**src/rtl/keypad_pkg.sv**
```systemverilog
// Shared definitions for the keypad scanner and its emulated responder:
// matrix geometry, line polarity, FSM states and the contact-bounce LFSR.
package keypad_pkg;

  localparam int ROWS = 4;
  localparam int COLS = 4;

  // Rows and columns are both active-low on the wire.
  localparam logic ROW_ACTIVE = 1'b0;
  localparam logic COL_ACTIVE = 1'b0;

  // x^8+x^6+x^5+x^4+1 as a mask over the shift-left register bits 7,5,4,3.
  localparam logic [7:0] LFSR_SEED = 8'hA5;
  localparam logic [7:0] LFSR_TAPS = 8'hB8;

  typedef enum logic [1:0] {
    IDLE,
    BOUNCE_IN,
    HOLD,
    BOUNCE_OUT
  } key_state_e;

  function automatic logic lfsr_contact(input logic [7:0] q);
    return q[0];
  endfunction

endpackage

```
**src/rtl/bounce_lfsr.sv**
```systemverilog
// 8-bit Fibonacci LFSR that supplies pseudo-random contact chatter.
// Reseeds on reset so the bounce pattern is repeatable from power-up.
module bounce_lfsr
  import keypad_pkg::*;
(
  input  logic       clk,
  input  logic       RSTn,
  input  logic       en,
  output logic [7:0] q
);

  logic [7:0] q_reg;
  logic       fb_next;

  assign fb_next = ^(q_reg & LFSR_TAPS);

  always_ff @(posedge clk or negedge RSTn) begin
    if (!RSTn) begin
      q_reg <= LFSR_SEED;
    end else if (en) begin
      q_reg <= {q_reg[6:0], fb_next};
    end
  end

  assign q = q_reg;

endmodule

```
**src/rtl/keypad_matrix_emu.sv**
```systemverilog
// 4x4 matrix-keypad emulator: answers the scanner's row strobes on the column
// sense lines as if one key were pressed, with chatter on press and release.
module keypad_matrix_emu
  import keypad_pkg::*;
#(
  parameter int BOUNCE_LEN = 16,
  parameter int HOLD_W     = 24
) (
  input  logic              clk,
  input  logic              RSTn,
  input  logic              start,
  input  logic [3:0]        code,
  input  logic [HOLD_W-1:0] hold,
  input  logic [ROWS-1:0]   row,
  output logic [COLS-1:0]   col,
  output logic              busy,
  output logic              done,
  output logic              pressed
);

  localparam int BL_W  = (BOUNCE_LEN > 0) ? $clog2(BOUNCE_LEN + 1) : 1;
  localparam int CNT_W = (HOLD_W > BL_W) ? HOLD_W : BL_W;
  localparam logic [CNT_W-1:0] BOUNCE_CNT = CNT_W'(BOUNCE_LEN);
  localparam logic [CNT_W-1:0] CNT_ONE    = CNT_W'(1);

  key_state_e        state_reg;
  logic [CNT_W-1:0]  cnt_reg;
  logic [HOLD_W-1:0] hold_reg;
  logic [3:0]        code_reg;
  logic              busy_reg;
  logic              done_reg;
  logic [HOLD_W-1:0] hold_eff;
  logic [7:0]        lfsr_q;
  logic              lfsr_en;
  logic              contact;
  logic              row_hit;

  assign hold_eff = (hold == '0) ? HOLD_W'(1) : hold;
  assign lfsr_en  = (state_reg == BOUNCE_IN) || (state_reg == BOUNCE_OUT);

  bounce_lfsr u_lfsr (
    .clk  (clk),
    .RSTn (RSTn),
    .en   (lfsr_en),
    .q    (lfsr_q)
  );

  always_ff @(posedge clk or negedge RSTn) begin
    if (!RSTn) begin
      state_reg <= IDLE;
      cnt_reg   <= '0;
      hold_reg  <= '0;
      code_reg  <= '0;
      busy_reg  <= 1'b0;
      done_reg  <= 1'b0;
    end else begin
      done_reg <= 1'b0;
      case (state_reg)
        IDLE: begin
          if (start) begin
            code_reg <= code;
            hold_reg <= hold_eff;
            busy_reg <= 1'b1;
            if (BOUNCE_LEN == 0) begin
              state_reg <= HOLD;
              cnt_reg   <= CNT_W'(hold_eff);
            end else begin
              state_reg <= BOUNCE_IN;
              cnt_reg   <= BOUNCE_CNT;
            end
          end
        end
        BOUNCE_IN: begin
          if (cnt_reg == CNT_ONE) begin
            state_reg <= HOLD;
            cnt_reg   <= CNT_W'(hold_reg);
          end else begin
            cnt_reg <= cnt_reg - CNT_ONE;
          end
        end
        HOLD: begin
          if (cnt_reg != CNT_ONE) begin
            cnt_reg <= cnt_reg - CNT_ONE;
          end else if (BOUNCE_LEN == 0) begin
            state_reg <= IDLE;
            busy_reg  <= 1'b0;
            done_reg  <= 1'b1;
          end else begin
            state_reg <= BOUNCE_OUT;
            cnt_reg   <= BOUNCE_CNT;
          end
        end
        BOUNCE_OUT: begin
          if (cnt_reg == CNT_ONE) begin
            state_reg <= IDLE;
            busy_reg  <= 1'b0;
            done_reg  <= 1'b1;
          end else begin
            cnt_reg <= cnt_reg - CNT_ONE;
          end
        end
        default: begin
          state_reg <= IDLE;
          busy_reg  <= 1'b0;
        end
      endcase
    end
  end

  // Contact is decoded from flops only, so reset clears it without waiting for a clock.
  always_comb begin
    contact = 1'b0;
    case (state_reg)
      BOUNCE_IN, BOUNCE_OUT: contact = lfsr_contact(lfsr_q);
      HOLD:                  contact = 1'b1;
      default:               contact = 1'b0;
    endcase
  end

  assign row_hit = (row[code_reg[3:2]] == ROW_ACTIVE);

  for (genvar gi = 0; gi < COLS; gi++) begin : g_col
    assign col[gi] = (contact && row_hit && (code_reg[1:0] == 2'(gi))) ? COL_ACTIVE : ~COL_ACTIVE;
  end

  assign busy    = busy_reg;
  assign done    = done_reg;
  assign pressed = contact;

endmodule

```
**config.mk**
```make
export PLATFORM = sky130hd
export DESIGN_NAME = keypad_matrix_emu
export DESIGN_NICKNAME = d
export VERILOG_FILES = /design/src/rtl/keypad_pkg.sv /design/src/rtl/bounce_lfsr.sv /design/src/rtl/keypad_matrix_emu.sv
export SDC_FILE = /design/constraint.sdc
export NUM_CORES = 1
export LEC_CHECK = 0
export CORE_AREA = 3 3 123 125
export CTS_CLUSTER_DIAMETER = 60
export DETAILED_ROUTE_END_ITERATION = 12
export DIE_AREA = 0 0 126 128
export PLACE_DENSITY_LB_ADDON = 0.3
export SYNTH_ARGS = -nofsm -noshare
export SYNTH_HDL_FRONTEND = slang
export SYNTH_HIERARCHICAL = 1
export SYNTH_SLANG_ARGS = --single-unit
```
**constraint.sdc**
```tcl
create_clock -name clk -period 6.35 [get_ports clk]
set_clock_uncertainty 0.2 [all_clocks]
set_input_delay 1.5875 -clock clk [delete_from_list [all_inputs] [get_ports clk]]
set_output_delay 1.5875 -clock clk [all_outputs]
set_load 0.05 [all_outputs]
```
# After elaboration in Yosys (flattened, before gate mapping)

Cells that the tools add are included.

Magnitude comparators: 1
Bitwise logic cells: 1
Reductions and logical operators: 16
Equality and inequality tests: 13
Muxes and demuxes: 23
Add/sub/neg operators: 1

Operators with widths:

| cell                  | number |
|---|---|
| $mux 24               | 5 |
| $pmux 24 s4           | 1 |
| $eq 24x1->1 const B   | 1 |
| $logic_not 24->1      | 1 |
| $ne 24x1->1 const B   | 1 |
| $sub 24x1->24 const B | 1 |
| $mux 1                | 9 |
| $eq 2x2->1 const B    | 4 |
| $mux 2                | 4 |
| $pmux 2 s4            | 1 |
| $reduce_xor 8->1      | 1 |
| $ne 2x2->1 const B    | 3 |
| $logic_and 1x1->1     | 5 |
| $eq 2x1->1 const B    | 2 |
| $logic_not 2->1       | 2 |
| $ne 2x1->1 const B    | 2 |
| $pmux 1 s2            | 2 |
| $reduce_and 2->1      | 2 |
| $reduce_and 4->1      | 1 |
| $lt 2x3->1 const B    | 1 |
| $reduce_and 3->1      | 1 |
| $bmux 1 s2            | 1 |
| $reduce_bool 2->1     | 1 |
| $reduce_or 2->1       | 1 |
| 2 further kinds       | 2 |

Bits in registers: 64
Output and inout port bits: 7

# Depth between registers and ports, before layout

Gate-level depths: netlist (run 1).

Depth after elaboration: 6
Mapped depth: 10

# By module

The synthesis (run 1) kept the hierarchy.

Modules (own cells, without submodules):

| module            | area an instance (um^2) | times used | cells each |
|---|---|---|---|
| keypad_matrix_emu | 3200.6                  | 1          | 323 |
| bounce_lfsr       | 324.1                   | 1          | 21 |

# Least setup slack after synthesis (run 1)

OpenSTA, ideal clock, no wires.

Path type: input -> output
Start: input row[3]
End: output col[3]
Arrival: 2.579 ns
Path slack: 1.984 ns
Required time: 4.562 ns
Stages on the path: 3
Buffers on the path: 0
Cell sequence: mux4_2 -> nor2_1 -> nand3_1

Longest elaborated chain between the ends: 6

Ends and longest elaborated chain:

| element                        | line                     | source |
|---|---|---|
| from (decl)                    | keypad_matrix_emu.sv:14  | `input logic [ROWS-1:0] row,` |
| $bmux 1 s2                     | keypad_matrix_emu.sv:120 | `assign row_hit = (row[code_reg[3:2]] == ROW_ACTIVE);` |
| $mux 1 (not written as such)   | keypad_matrix_emu.sv:120 |  |
| $not 1->1                      | keypad_matrix_emu.sv:120 |  |
| $logic_and 1x1->1 (2 in a row) | keypad_matrix_emu.sv:123 | `assign col[gi] = (contact && row_hit && (code_reg[1:0] == 2'(gi))) ? COL_ACTIVE : ~COL_ACTIVE;` |
| $mux 1                         | keypad_matrix_emu.sv:123 |  |
| to (decl)                      | keypad_matrix_emu.sv:15  | `output logic [COLS-1:0] col,` |

Every way passes these cells. The select of a mux whose other input is x is not followed.

# Worst setup path in the final report (run 1)

Start: input row[3]
End: output col[1]

The elaborated chain is that of the path after synthesis.

==> run_results.csv, run 1 <==
group,metric,value,unit
worst_setup_path,arrival,3.45,ns
global_route,antenna_found_initial,0,
clock_tree,cts.sinks,64,
yosys,syn-num-nets,386,
timing,fmax,191,MHz
timing,worst_pin_slew,1.19,ns
layout,layout-drive-gt1-share,0.198,
layout,final_cell_area,4420,sq um
place,io_buffer_count,41,
worst_setup_path,crit_top_cell,"clkdlybuf4s50_1",
routing,num_vias,2796,
clock_tree,clkTransAtPathRegs,0.05,ns
yosys,avgSynthCellArea,10.2,sq um
pwr,p_leak,0.00186,uW
clock_tree,cts.repair.resized,0,
die,core-area,14000,sq um
job,maxCapViolCount,0,
yosys,ys_seq_elements,64,
worst_setup_path,slowest_stage,"clkdlybuf4s50_1",
die,die_h,128,um
layout,area_growth,25.5,%
place,hpwlAfterDp,6.53,mm
pwr,ir_drop,0.113,mV
yosys,synthMuxAreaShare,0.140,
place,place_congestion,0.857,
worst_hold_path,hp-class,"reg -> reg",
place,dpl-instance-area,4100,sq um
timing,final_hold_viol_count,0,
global_route,grt_pass1_wl,14.9,mm
yosys,synth_cells,344,
yosys,yosys.area_share.simple,0.190,
worst_setup_path,cp-start-kind,"primary input",
global_route,grtUsageTotal,0.116,
timing,setup_viol,0,
clock_tree,cts_max_path_buffers,2,
clock_tree,tritoncts,"yes",
layout,final_common_cell,"dfrtp_1",
routing,drt-vias-per-instance,4.91,
routing,drt-total-wl,8.95,mm
timing,fin_crit,5.24,ns
yosys,synth_top_family_by_area,"simple AND/OR/NAND/NOR gates",
die,rows,43,
clock_tree,ctsHoldBuffers,0,
worst_setup_path,cpLargestDelayFamily,"buffers and inverters",
yosys,ys_seq_area_frac,0.456,
timing,final_max_slew_viol_count,0,
timing,slew_headroom,0.205,
clock_tree,htree_levels,3,
yosys,synth-async-reset-ratio,1.00,
pwr,power.density,218,nW/um^2
layout,most-common-layout-cells,"dfrtp_1 (60), clkdlybuf4s50_1 (40), mux2_2 (37)",
routing,drc,0,
timing,min_period_over_period,0.825,
routing,drt-wirelength-per-cell,15.7,um
worst_setup_path,worstSetupPathType,"in -> out",
worst_setup_path,crit_fanout,2,
yosys,synthAdderAreaFrac,0.0248,
die,design.die.area,16100,sq um
clock_tree,numCtsBuffers,9,
routing,ant_nets,0,
worst_setup_path,max_stage_delay,0.71,ns
die,initial_utilization,0.252,
layout,fillers,1482,
yosys,synth_edf_count,0,
layout,final_nets,426,
routing,drtIter0Drc,136,
worst_setup_path,cp.required,4.56,ns
status,status,"completed",
yosys,synth_cell_types,58,
worst_setup_path,end_kind,"output port",
worst_setup_path,crit_buf_inv,2,
routing,drt_pre_antenna_iters,4,
worst_setup_path,crit_chain,"clkdlybuf4s50_1 -> mux4_2 -> nor3_1 -> nand2_1 -> clkdlybuf4s50_1",
clock_tree,insertion_delay,0.33,ns
timing,rsz0062_at_grt,"no",
die,io_pins,42,
global_route,grt_overflow,0,
yosys,syn-cell-area,3520,sq um
timing,fin_setup_tns,0,ns
yosys,synth_compound_area_frac,0.151,
global_route,grt_pass1_vias,2816,
die,die_x,126,um
layout,antenna_cells,0,
global_route,grt_max_degree,65,
yosys,synth_ff_type,"dfrtp_1",
yosys,yosysWarnings,6,
yosys,synth_xor_area_frac,0.00745,
clock_tree,post_cts_buffers,0,
clock_tree,cts_root_buffer,"clkbuf_16",
[stage by stage]
stage          utilization  power, uW  worst slack [ns]  cells  hold slack [ns]
6_report             0.316        965              1.11    569            0.289
4_1_cts              0.316        978              1.09    569            0.288
2_1_floorplan            -        417              1.98    344            0.240
5_1_grt              0.316       1010              1.02    569            0.302
3_3_place_gp         0.293        450              1.14    553            0.266
3_5_place_dp         0.293        450              1.09    553            0.275
[layout make-up]
cell class,count,area [sq um],area share
multi-input combinational,256,1810,0.409
sequential,64,1610,0.363
timing repair buffer,44,428,0.0967
clock buffer,9,225,0.0509
tap,180,225,0.0509
clock inverter,7,96.3,0.0218
inverter,9,33.8,0.00764
[worst register-to-register path, stage by stage (launching register included)]
cell      delay [ns]
dfrtp_1         0.42
nor3_2          0.53
nand4_4         0.27
nor3_1          0.37
and4b_1         0.65
nand2_1         0.23
o211ai_1        0.14
[path summary, 6_finish.rpt]
path                         startpoint           to  slack [ns]  cells past startpoint
min in group asynchronous          RSTn  code_reg[0]        1.22                      2
min                        hold_reg[21]  cnt_reg[21]        0.29                      2
max                              row[3]       col[1]        1.11                      5
min reg2reg                hold_reg[21]  cnt_reg[21]        0.29                      2
max in group asynchronous          RSTn  u_lfsr/q[4]        4.18                      2
max reg2reg                 cnt_reg[10]  cnt_reg[12]        3.47                      6
[logic make-up (layout without fill, tap and decap cells)]
logic type	count (synthesis)	count (layout)
buf+inv	24	69
compound gates	84	84
simple gates	120	120
xor+xnor	3	3
fa+ha+maj	7	7
flops	64	64
mux	42	42
[Yosys cell counts, types with 2 or more instances]
cell	count	area (sq um)
dfrtp_1	60	1500
mux2_2	37	417
nand2_1	31	116
nor2_1	31	116
o21ai_0	29	145
a21oi_1	18	90.1
nor3_1	11	55.1
nor4_1	10	62.6
inv_1	9	33.8
ha_1	7	87.6
a22oi_1	6	45.0
buf_2	6	30.0
nand3_1	6	30.0
o211ai_1	6	45.0
clkbuf_1	5	18.8
dfstp_2	4	105
o21ai_1	4	20.0
a32oi_1	3	26.3
mux2_4	3	45.0
nand4_1	3	18.8
nor2b_1	3	18.8
o21a_1	3	22.5
or3_1	3	18.8
xnor2_1	3	26.3
a21boi_0	2	15.0
a22oi_2	2	25.0
a31oi_1	2	12.5
and4_1	2	17.5
nand2b_1	2	12.5
nand3b_1	2	15.0
nor3_2	2	20.0
nor3b_1	2	15.0
nor4_4	2	42.5
[per-layer routing]
metal | global-route usage | part of all wire
met5 | 0 | 0
met4 | 0.0473 | 0.018
met3 | 0.0229 | 0.043
met2 | 0.184 | 0.47
met1 | 0.156 | 0.46
[where the power goes]
part	switching [uW]	internal (uW)	total (uW)	leakage, uW
combinational	14.2	19.5	33.7	0.000878
sequential	0	408	408	0.000839
clock	181	343	523	0.000148
total	195	771	965	0.00186
Note: power is estimated with default switching activity, not from simulation.
==> run 2, diff against run 1 <==
clock period = 4.7 ns   (was 6.35 ns; I/O delays follow)
==> run_results.csv, run 2 (synthesis gave the netlist of run 1 again) <==
group,metric,value,unit
status,status,"completed",
die,die_x,126,um
timing,min_period_over_period,0.934,
pwr,p_leak,0.00186,uW
layout,final_common_cell,"dfrtp_1",
worst_setup_path,crit_chain,"clkdlybuf4s50_1 -> mux4_2 -> nor3_1 -> nand2_1 -> clkdlybuf4s50_1",
pwr,power.density,281,nW/um^2
die,io_pins,42,
routing,ant_nets,0,
die,initial_utilization,0.252,
routing,drtIter0Drc,186,
clock_tree,tritoncts,"yes",
global_route,grt_pass1_vias,2763,
worst_setup_path,cp.required,3.32,ns
routing,drt-vias-per-instance,4.92,
worst_setup_path,worstSetupPathType,"in -> out",
routing,drt-wirelength-per-cell,15.6,um
job,maxCapViolCount,0,
die,core-area,14000,sq um
routing,num_vias,2797,
die,die_h,128,um
worst_hold_path,hp-class,"reg -> reg",
global_route,grt_max_degree,42,
clock_tree,post_cts_buffers,0,
clock_tree,numCtsBuffers,9,
timing,slew_headroom,0.206,
clock_tree,ctsHoldBuffers,0,
global_route,grtUsageTotal,0.115,
timing,worst_pin_slew,1.19,ns
worst_setup_path,max_stage_delay,0.70,ns
pwr,ir_drop,0.164,mV
worst_setup_path,arrival,3.02,ns
clock_tree,clkTransAtPathRegs,0.05,ns
clock_tree,htree_levels,3,
place,io_buffer_count,41,
clock_tree,cts_root_buffer,"clkbuf_16",
timing,final_max_slew_viol_count,0,
global_route,antenna_found_initial,0,
routing,drt_pre_antenna_iters,4,
die,rows,43,
layout,antenna_cells,0,
layout,area_growth,24.4,%
die,design.die.area,16100,sq um
layout,final-instance-count-excl-fill,569,
layout,most-common-layout-cells,"dfrtp_1 (60), clkdlybuf4s50_1 (40), mux2_2 (37)",
timing,rsz0062_at_grt,"no",
worst_setup_path,crit_fanout,2,
worst_setup_path,end_kind,"output port",
timing,fin_crit,4.39,ns
worst_setup_path,cp-start-kind,"primary input",
timing,final_hold_viol_count,0,
layout,layout-drive-gt1-share,0.190,
timing,setup_viol,0,
clock_tree,cts_max_path_buffers,2,
routing,drt-total-wl,8.87,mm
global_route,grt_pass1_wl,14.8,mm
clock_tree,cts.sinks,64,
place,hpwlAfterDp,6.54,mm
global_route,grt_overflow,0,
layout,final_nets,426,
timing,fin_setup_tns,0,ns
clock_tree,insertion_delay,0.33,ns
clock_tree,cts.repair.resized,0,
place,place_congestion,0.850,
worst_setup_path,slowest_stage,"clkdlybuf4s50_1",
place,dp.cells,553,
timing,fmax,228,MHz
worst_setup_path,crit_top_cell,"clkdlybuf4s50_1",
routing,drc,0,
-- run 2: cell type report --
class                           count  area, sq um
Clock inverter                      4         45.0
Fill cell                        1494         9610
Multi-Input combinational cell    256         1810
Tap cell                          180          225
Inverter                            9         33.8
Clock buffer                       12          236
Timing Repair Buffer               44          428
Sequential cell                    64         1610
-- run 2: worst paths after layout --
path	startpoint	endpoint	slack [ns]	cells after the start
worst max-delay path	row[2]	col[1]	0.31	5
worst min-delay path	hold_reg[21]	cnt_reg[21]	0.29	2
worst min register to register	hold_reg[21]	cnt_reg[21]	0.29	2
worst max register to register	cnt_reg[1]	cnt_reg[8]	1.85	8
max in group asynchronous	RSTn	u_lfsr/q[2]	2.62	2
min in group asynchronous	RSTn	code_reg[0]	0.78	1
-- run 2: critical path, delay by kind of cell --
family,cells,cell delay [ns]
buffers and inverters,2,1.10
muxes,1,0.47
and+or+nand+nor,2,0.28
-- run 2: layer usage --
metal  track usage  wire [um]  up-vias
li1              -          -     1341
met2         0.183       4140       68
met4        0.0416        167        0
met1         0.154       4200     1373
met3        0.0229        362       15
met5             0          0        -
-- run 2: power breakdown --
group	internal (uW)	switching, uW
logic	26.4	19.2
registers	552	0
clock network	407	229
-- run 2: metrics by stage --
step	util	setup slack (ns)	hold WS [ns]	cell area, sq um	power [uW]
CTS	0.313	0.296	0.287	4380	1250
global route	0.313	0.238	0.312	4380	1280
global placement	0.293	0.317	0.267	4100	608
floorplan	-	1.16	0.240	3520	563
finish	0.313	0.310	0.287	4380	1230
detailed placement	0.293	0.301	0.273	4100	608
